<file path="src/rtl/bpu_pkg.sv">
// Shared types and counter helpers for the branch prediction unit.
// Counter helpers work on an 8-bit container; callers cast to their own width.
package bpu_pkg;

  localparam int CTR_W_MAX = 8;

  typedef enum logic [1:0] {
    REDIR_SEQ   = 2'd0,
    REDIR_PRED  = 2'd1,
    REDIR_FLUSH = 2'd2
  } redirect_e;

  function automatic logic [CTR_W_MAX-1:0] ctr_all_ones(input int n);
    logic [CTR_W_MAX:0] t;
    t = ({{CTR_W_MAX{1'b0}}, 1'b1} << n) - 1'b1;
    return t[CTR_W_MAX-1:0];
  endfunction

  function automatic logic [CTR_W_MAX-1:0] ctr_weak_taken(input int n);
    return {{(CTR_W_MAX-1){1'b0}}, 1'b1} << (n - 1);
  endfunction

  function automatic logic [CTR_W_MAX-1:0] ctr_weak_not_taken(input int n);
    return ctr_weak_taken(n) - 1'b1;
  endfunction

  function automatic logic [CTR_W_MAX-1:0] sat_inc(input logic [CTR_W_MAX-1:0] ctr, input int n);
    return (ctr == ctr_all_ones(n)) ? ctr : ctr + 1'b1;
  endfunction

  function automatic logic [CTR_W_MAX-1:0] sat_dec(input logic [CTR_W_MAX-1:0] ctr, input int n);
    return (ctr == '0) ? ctr : ctr - 1'b1;
  endfunction

endpackage

</file>
<file path="src/rtl/btb_ctr_next.sv">
// Next direction-counter value for one resolved branch.
// A miss that is taken allocates at weakly-taken; a not-taken miss leaves the counter alone.
module btb_ctr_next
  import bpu_pkg::*;
#(
  parameter int CTR_BITS = 2
) (
  input  logic [CTR_BITS-1:0] i_ctr,
  input  logic                i_hit,
  input  logic                i_taken,
  output logic [CTR_BITS-1:0] o_ctr
);
  logic [CTR_W_MAX-1:0] w_ctr_ext;

  assign w_ctr_ext = CTR_W_MAX'(i_ctr);

  always_comb begin
    o_ctr = i_ctr;
    if (i_hit && i_taken)
      o_ctr = CTR_BITS'(sat_inc(w_ctr_ext, CTR_BITS));
    else if (i_hit)
      o_ctr = CTR_BITS'(sat_dec(w_ctr_ext, CTR_BITS));
    else if (i_taken)
      o_ctr = CTR_BITS'(ctr_weak_taken(CTR_BITS));
  end
endmodule

</file>
<file path="src/rtl/mux_2.sv">
// Two-input mux: o_y = i_sel ? i_b : i_a.
module mux_2 #(
  parameter int WIDTH = 32
) (
  input  logic             i_sel,
  input  logic [WIDTH-1:0] i_a,
  input  logic [WIDTH-1:0] i_b,
  output logic [WIDTH-1:0] o_y
);
  assign o_y = i_sel ? i_b : i_a;
endmodule

</file>
<file path="src/rtl/pc_inc.sv">
// Sequential next-PC adder; wraps modulo 2^WIDTH.
module pc_inc #(
  parameter int WIDTH = 32
) (
  input  logic [WIDTH-1:0] i_pc,
  output logic [WIDTH-1:0] o_pc
);
  assign o_pc = i_pc + WIDTH'(4);
endmodule

</file>
<file path="src/rtl/btb_predictor.sv">
// Fetch-stage next-PC predictor: direct-mapped BTB with per-entry saturating counters,
// trained by execute-stage resolutions and overridden by execute flushes.
module btb_predictor
  import bpu_pkg::*;
#(
  parameter int WIDTH    = 32,
  parameter int ENTRIES  = 16,
  parameter int CTR_BITS = 2
) (
  input  logic             clk,
  input  logic             rst,
  input  logic [WIDTH-1:0] pc_fetch,
  input  logic [WIDTH-1:0] pc_circuit,
  input  logic             flush,
  input  logic             upd_en,
  input  logic [WIDTH-1:0] upd_pc,
  input  logic [WIDTH-1:0] upd_target,
  input  logic             upd_taken,
  input  logic             upd_is_jump,
  output logic [WIDTH-1:0] pc_next,
  output logic             branch_predicted,
  output logic             btb_hit
);
  localparam int IDX_BITS = $clog2(ENTRIES);
  localparam int TAG_BITS = WIDTH - 2 - IDX_BITS;
  localparam logic [CTR_BITS-1:0] CTR_RST = CTR_BITS'(ctr_weak_not_taken(CTR_BITS));

  logic [ENTRIES-1:0]  r_valid;
  logic [TAG_BITS-1:0] r_tag     [ENTRIES];
  logic [WIDTH-1:0]    r_target  [ENTRIES];
  logic [ENTRIES-1:0]  r_is_jump;
  logic [CTR_BITS-1:0] r_ctr     [ENTRIES];

  logic [IDX_BITS-1:0] w_f_idx;
  logic [TAG_BITS-1:0] w_f_tag;
  logic [CTR_BITS-1:0] w_f_ctr;
  logic                w_f_hit;
  logic                w_taken_p;
  logic [WIDTH-1:0]    w_pc_seq;
  logic [WIDTH-1:0]    w_pc_pred;
  redirect_e           w_redirect;

  logic [IDX_BITS-1:0] w_u_idx;
  logic [TAG_BITS-1:0] w_u_tag;
  logic                w_u_hit;
  logic [CTR_BITS-1:0] w_ctr_nxt;
  logic                w_unused_upd_lsb;

  // Lookup: purely combinational, always sees the registered (pre-update) contents.
  assign w_f_idx   = pc_fetch[IDX_BITS+1:2];
  assign w_f_tag   = pc_fetch[WIDTH-1:IDX_BITS+2];
  assign w_f_ctr   = r_ctr[w_f_idx];
  assign w_f_hit   = r_valid[w_f_idx] && (r_tag[w_f_idx] == w_f_tag);
  assign w_taken_p = w_f_hit && (r_is_jump[w_f_idx] || w_f_ctr[CTR_BITS-1]);

  assign w_redirect = flush     ? REDIR_FLUSH :
                      w_taken_p ? REDIR_PRED  : REDIR_SEQ;

  pc_inc #(.WIDTH(WIDTH)) u_pc_inc (
    .i_pc (pc_fetch),
    .o_pc (w_pc_seq)
  );

  mux_2 #(.WIDTH(WIDTH)) u_mux_pred (
    .i_sel (w_taken_p),
    .i_a   (w_pc_seq),
    .i_b   (r_target[w_f_idx]),
    .o_y   (w_pc_pred)
  );

  mux_2 #(.WIDTH(WIDTH)) u_mux_flush (
    .i_sel (flush),
    .i_a   (w_pc_pred),
    .i_b   (pc_circuit),
    .o_y   (pc_next)
  );

  assign btb_hit          = w_f_hit;
  assign branch_predicted = (w_redirect == REDIR_PRED);

  assign w_u_idx          = upd_pc[IDX_BITS+1:2];
  assign w_u_tag          = upd_pc[WIDTH-1:IDX_BITS+2];
  assign w_u_hit          = r_valid[w_u_idx] && (r_tag[w_u_idx] == w_u_tag);
  assign w_unused_upd_lsb = ^upd_pc[1:0];

  btb_ctr_next #(.CTR_BITS(CTR_BITS)) u_ctr_next (
    .i_ctr   (r_ctr[w_u_idx]),
    .i_hit   (w_u_hit),
    .i_taken (upd_taken),
    .o_ctr   (w_ctr_nxt)
  );

  always_ff @(posedge clk or posedge rst) begin
    if (rst) begin
      r_valid <= '0;
      for (int i = 0; i < ENTRIES; i++) r_ctr[i] <= CTR_RST;
    end else if (upd_en && (w_u_hit || upd_taken)) begin
      r_ctr[w_u_idx] <= w_ctr_nxt;
      if (upd_taken) r_valid[w_u_idx] <= 1'b1;
    end
  end

  // Payload fields are only meaningful under a valid bit, so they carry no reset.
  always_ff @(posedge clk) begin
    if (upd_en && upd_taken) begin
      r_tag[w_u_idx]     <= w_u_tag;
      r_target[w_u_idx]  <= upd_target;
      r_is_jump[w_u_idx] <= upd_is_jump;
    end
  end
endmodule

</file>
<file path="config.mk">
export PLATFORM = sky130hd
export DESIGN_NAME = btb_predictor
export DESIGN_NICKNAME = d
export VERILOG_FILES = /design/src/rtl/bpu_pkg.sv /design/src/rtl/btb_ctr_next.sv /design/src/rtl/mux_2.sv /design/src/rtl/pc_inc.sv /design/src/rtl/btb_predictor.sv
export SDC_FILE = /design/constraint.sdc
export NUM_CORES = 1
export LEC_CHECK = 0
export CAP_MARGIN = 10
export CORE_ASPECT_RATIO = 1.1
export CORE_MARGIN = 5
export CORE_UTILIZATION = 45
export CTS_CLUSTER_SIZE = 10
export DETAILED_ROUTE_END_ITERATION = 7
export PLACE_DENSITY = 0.64
export SYNTH_ARGS = -nofsm -noshare
export SYNTH_HDL_FRONTEND = slang
export SYNTH_SLANG_ARGS = --single-unit
</file>
<file path="constraint.sdc">
create_clock -name clk -period 9.2 [get_ports clk]
set_input_delay 0.92 -clock clk [delete_from_list [all_inputs] [get_ports clk]]
set_output_delay 0.92 -clock clk [all_outputs]
set_load 0.02 [all_outputs]
</file>
# Word-level counts from Yosys, hierarchy flattened
# Memories as Yosys holds them, arrays and structs flattened.
# Cells that the tools add are included.
[op_classes]
addsub = 3
n_lt_le_gt_ge = 6
eq_ne = 4
muxes = 29
n_bitwise = 3
reduce_logical = 12
[ops]
columns = ["operator", "count"]
rows = [
  ["32-bit two-way mux", 2],
  ["26-bit equality test", 2],
  ["32-bit by 3-bit adder with 32-bit output, second input constant", 1],
  ["32-bit bitwise mux", 1],
  ["2-bit two-way mux", 11],
  ["2-bit binary-select mux with 4-bit select", 2],
  ["16-bit bitwise mux", 1],
  ["16-bit bitwise OR", 1],
  ["1-bit binary-select mux with 4-bit select", 3],
  ["5-bit >= comparator, second input constant", 2],
  ["4-bit by 5-bit less-than comparator with 1-bit output, second input constant", 2],
  ["4-bit NOT with 5-bit output", 2],
  ["2-bit demux with 4-bit select", 1],
  ["1-bit logical AND", 8],
  ["8-bit logical NOT", 1],
  ["1-bit two-way mux", 7],
  ["5-bit by 1-bit less-than comparator with 1-bit output, second input constant", 1],
  ["1-bit demux with 4-bit select", 1],
  ["4-bit by 1-bit >= comparator with 1-bit output, second input constant", 1],
  ["2-bit by 1-bit adder with 2-bit output, second input constant", 1],
  ["2-bit by 1-bit equality test with 1-bit output, second input constant", 1],
  ["2-bit equality test, second input constant", 1],
  ["1-bit logical OR", 2],
  ["2-bit AND reduction", 1],
  ["2-bit by 1-bit subtractor with 2-bit output, second input constant", 1],
]
[word_totals]
reg_bits = 64
mem_bits_rw = 928
output_inout_bits = 34
wordCells = 77
mem_count = 2
[memory_table]
columns = ["name", "depth", "word_bits", "rd", "rd_ports_with_merged_regs", "write_ports", "line", "source"]
rows = [
  ["r_target", 16, 32, 1, 0, 1, "btb_predictor.sv:30", "logic [WIDTH-1:0] r_target [ENTRIES];"],
  ["r_tag", 16, 26, 2, 0, 1, "btb_predictor.sv:29", "logic [TAG_BITS-1:0] r_tag [ENTRIES];"],
]

# Longest topological paths before layout
[depth]
word_depth = 9
depth_mapped = 15
ltp_nobuf = 10

# Hierarchy
# From an unflattened synthesis, not the netlist that was laid out.
[hier_totals]
cells_unflattened = 2139
area_unflattened_um2 = 44027.2
[modules_own_cells]
columns = ["mod", "instances", "cells_per_inst", "area_each_um2", "seq_area_each_um2"]
rows = [
  ["btb_predictor", 1, 1978, 42310.6, 29568.4],
  ["mux_2", 2, 36, 544.3, 0.0],
  ["pc_inc", 1, 83, 580.6, 0.0],
  ["btb_ctr_next", 1, 6, 47.5, 0.0],
]

# Worst setup path after synthesis
# Ideal clock, no wire load.
[synth_timing]
path_kind = "input to output"
startpoint = "in pc_fetch[2]"
endpoint = "out pc_next[16]"
arrival_time_ps = 4211
t_required_ps = 8280
slack_ps = 4069
cell_stages = 10
n_path_buf = 6
path_cell_list = "buf_2 > buf_2 > buf_2 > buf_2 > buf_2 > buf_1 > mux4_2 > mux4_2 > mux2_1 > mux2_2"
[synth_between]
elab_chain_cells = 8
elab_cells_between_ends = 17
[synth_lines]
columns = ["item", "line", "source"]
rows = [
  ["start: declaration", "btb_predictor.sv:12", "input logic [WIDTH-1:0] pc_fetch,"],
  ["branches (longest 6 deep; another with memory 16 x 26 bit)", "--", ""],
  ["32-bit two-way mux (*) (2 in a row)", "mux_2.sv:10", "assign o_y = i_sel ? i_b : i_a;"],
  ["end: declaration", "btb_predictor.sv:20", "output logic [WIDTH-1:0] pc_next,"],
]
# Mark *: on every way between the ends. The select of a mux whose other input is x is not followed.

# Worst setup path after layout
[layout_timing]
startpoint = "in pc_fetch[3]"
endpoint = "out pc_next[17]"
# The elaborated chain is that of the path after synthesis.

==> impl_metrics.json <==
{
  "layout-drive-gt1-share_pct": 27.7,
  "ys.warnings.count": 0,
  "core_um2": 97000,
  "place_congestion": 0.889,
  "crit_chain": "buf_8 > buf_4 > mux4_2 > mux4_2 > xor2_1 > nor3_1 > nand4b_2 > buf_4 > mux2_1 > mux2_2 > clkdlybuf4s50_1",
  "ys_async_sr_fraction_pct": 4.84,
  "cpLargestDelayFamily": "buffers and inverters",
  "hold_viol": 0,
  "peakVddDrop_uv": 172,
  "die_x_um": 307,
  "cp-start-kind": "input port",
  "synth_nets": 2339,
  "ys_seq_area_share_pct": 67.6,
  "cts_max_level": 3,
  "nNetsFinal": 2541,
  "wirelength_um": 122000,
  "ant_nets": 0,
  "worstSkewPairLatency_ps": 710,
  "synthDistinctLibCells": 67,
  "cts_buffer_depth": 3,
  "regArea_um2": 29600,
  "dieArea_um2": 104000,
  "antenna_found_initial": 7,
  "ff2ff_path_depth": 10,
  "ios": 168,
  "num_vias": 23744,
  "multi_input_area_um2": 13500,
  "crit_slowest_cell": "buf_4",
  "post-route-util_pct": 51.5,
  "r2r-end": "r_ctr[17]$_DFFE_PP0P_",
  "post_cts_buffers": 0,
  "p_leak_nw": 16.0,
  "maxSlewViolCount": 0,
  "cp_num_cells": 11,
  "area_growth_pct": 14.3,
  "hp-start": "r_valid[11]$_DFFE_PP0P_",
  "holdPathEnd": "r_valid[11]$_DFFE_PP0P_",
  "worstPathRequired_ps": 8280,
  "syn_avg_cell_area_um2": 19.8,
  "numCtsBuffers": 111,
  "grt_pass1_wl_um": 176000,
  "grt.overflow.total": 0,
  "start_util_pct": 45.1,
  "dr.first_iter.drc_count": 2472,
  "cts-resized-gates": 0,
  "finalClockSkew_ps": 44.5,
  "num_rows": 120,
  "critPathKind": "in -> out",
  "ys_ff_latch": 992,
  "tritoncts": "done",
  "min_path_cells": 1,
  "max_freq_mhz": 138,
  "outcome": "complete, no violations",
  "first_global_vias": 24603,
  "cts-root-buf": "clkbuf_16",
  "syn_inst": 2204,
  "synthFlopType": "edfxtp_1",
  "placed_cell_area_um2": 46900,
  "post-dp-hpwl_um": 73200,
  "cap_violations": 0,
  "setup_viol": 0,
  "worst_slew_pin_slew_ps": 1230,
  "synth-edff-count": 944,
  "slew_headroom_pct": 17.7,
  "io_buffers": 165,
  "route.detailed.drc": 0,
  "die_h_um": 337,
  "critPathBufInv": 4,
  "syn_area_um2": 43700,
  "fillers": 7769,
  "power_density_nw_per_um2": 197,
  "vias_per_cell": 6.37,
  "period_needed_ps": 7240,
  "ff2ff_setup_slack_ps": 4830,
  "setup_tns_ps": 0,
  "grt_max_degree": 112,
  "reg2reg_from": "r_tag[10][11]$_DFFE_PP_",
  "wire_per_inst_um": 32.8,
  "critical_path.max_fanout": 111,
  "slowest_delay_ps": 800,
  "rsz0062_at_grt": "false",
  "cp-end-kind": "primary output",
  "grtUsageTotal_pct": 23.4,
  "hold_buffers": 0,
  "hold_ws_ps": 484,
  "clk_pin_slew_worst_paths_ps": 60,
  "hold_class": "reg -> reg",
  "clock_sinks": 992,
  "crit_arrival_ps": 6320,
  "fin_crit_sh_pct": 78.7,
  "design_area_um2": 50000,
  "drtPass1Iterations": 7
}
## worst max path at each step
stage	start	to	slack, ps
CTS	pc_fetch[2]	pc_next[17]	1940
global placement	pc_fetch[2]	pc_next[17]	1970
finish	pc_fetch[3]	pc_next[17]	1960
detailed placement	pc_fetch[2]	pc_next[17]	1950
global route	pc_fetch[2]	pc_next[17]	1740
floorplan	pc_fetch[2]	pc_next[16]	4070
## power by group
part	total (mW)	internal (mW)	leakage [nW]	switching, mW
sequential	5.09	5.05	9.05	0.0463
combinational	0.876	0.397	5.48	0.480
clock	3.89	2.20	1.49	1.69
total	9.86	7.64	16.0	2.22
## metal layers
metal / global-route usage (%) / up-vias / routed length (um)
met5: 0 / - / 65
li1: - / 9648 / -
met1: 31.7 / 12701 / 48400
met2: 38.8 / 1171 / 60600
met3: 4.30 / 216 / 9170
met4: 7.82 / 8 / 3940
## worst register-to-register path, stage by stage (launching register included)
cell and delay [ps]:
edfxtp_1 380, mux4_2 500, o21ai_0 160, nor4_1 110, a2111oi_0 1070, o2111ai_1 380
a2111oi_2 610, a31oi_1 160, buf_4 230, nor2_1 250, mux2_2 370
## cells in the mapped netlist, types with 3 or more instances
| cell | n | area share, % |
|---|---|---|
| a2111oi_0 | 6 | 0.12 |
| a211oi_1 | 9 | 0.15 |
| a21oi_1 | 17 | 0.19 |
| a221oi_1 | 3 | 0.060 |
| a22o_1 | 15 | 0.30 |
| a22oi_1 | 31 | 0.53 |
| a31oi_1 | 5 | 0.072 |
| and2_1 | 4 | 0.057 |
| and3_1 | 12 | 0.17 |
| buf_1 | 24 | 0.21 |
| buf_2 | 37 | 0.42 |
| buf_4 | 20 | 0.34 |
| buf_6 | 8 | 0.21 |
| clkbuf_1 | 44 | 0.38 |
| dfrtp_1 | 32 | 1.8 |
| dfstp_2 | 16 | 0.96 |
| edfxtp_1 | 944 | 65 |
| inv_1 | 23 | 0.20 |
| mux2_1 | 13 | 0.33 |
| mux2_2 | 65 | 1.7 |
| mux2i_1 | 116 | 2.7 |
| mux4_2 | 370 | 19 |
| nand2_1 | 53 | 0.45 |
| nand2b_1 | 9 | 0.13 |
| nand3_1 | 40 | 0.46 |
| nand4_1 | 11 | 0.16 |
| nor2_1 | 79 | 0.68 |
| nor2b_1 | 5 | 0.072 |
| nor3_1 | 18 | 0.21 |
| nor4_1 | 6 | 0.086 |
| o2111ai_1 | 4 | 0.080 |
| o211ai_1 | 3 | 0.051 |
| o21a_1 | 4 | 0.069 |
| o21ai_0 | 30 | 0.34 |
| o221ai_1 | 3 | 0.060 |
| o22ai_1 | 11 | 0.16 |
| or2_2 | 17 | 0.24 |
| xnor2_1 | 44 | 0.88 |
| xor2_1 | 17 | 0.34 |
## cell usage in the layout (no fill, tap or decap), types with 4 or more instances in the layout
| cell type | instances |
|---|---|
| o21ai_0 | 30 |
| buf_12 | 4 |
| nor4_1 | 6 |
| nand4_1 | 11 |
| dfstp_2 | 16 |
| nor2b_1 | 5 |
| a2111oi_0 | 6 |
| or2_2 | 17 |
| mux2i_1 | 116 |
| clkbuf_16 | 112 |
| dfrtp_1 | 32 |
| a22o_1 | 15 |
| o22ai_1 | 11 |
| clkinv_1 | 6 |
| xor2_1 | 17 |
| diode_2 | 4 |
| nor3_1 | 18 |
| mux2_2 | 65 |
| xnor2_1 | 44 |
| and2_1 | 4 |
| mux2_1 | 13 |
| and3_1 | 12 |
| a21oi_1 | 17 |
| inv_1 | 22 |
| clkbuf_1 | 26 |
| edfxtp_1 | 944 |
| buf_4 | 58 |
| nand2b_1 | 9 |
| a211oi_1 | 9 |
| nand3_1 | 40 |
| nor2_4 | 16 |
| a22oi_1 | 31 |
| o2111ai_1 | 4 |
| nor2_1 | 63 |
| a31oi_1 | 5 |
| mux4_2 | 370 |
| o21a_1 | 4 |
| clkdlybuf4s50_1 | 157 |
| nand2_1 | 53 |
## final cells by class
cell class / instances / area share [%]
diodes: 4 / 0.0200
clock buffers: 139 / 5.83
clock inverters: 12 / 0.318
inverters: 24 / 0.180
multi-input cells: 1054 / 27.0
flip-flops and latches: 992 / 59.1
well taps: 1281 / 3.21
repair buffers: 223 / 4.27
## state kept, by name, summed over array words and instances, names as in the netlist
signal	cells
r_ctr	32
r_valid	16
r_target	512
r_tag	416
r_is_jump	16
## through the flow
| step | setup slack, ps | cells | power (mW) |
|---|---|---|---|
| after global placement | 1970 | 3574 | 6.04 |
| after detailed placement | 1950 | 3574 | 6.06 |
| final | 1960 | 3729 | 9.86 |
| after floorplan | 4070 | 2204 | 5.70 |
| after global routing | 1740 | 3727 | 10.2 |
| after CTS | 1940 | 3725 | 9.92 |
## cell families after synthesis
family / synth area share (%)
AOI/OAI and AO/OA: 2.61
xor gates and xnor gates: 1.22
adders and majority gates: 0.0772
buffers and inverters: 1.80
DFF: 67.6
muxes: 23.7
and+or+nand+nor: 3.00
Power figures use the tool's default switching activity.
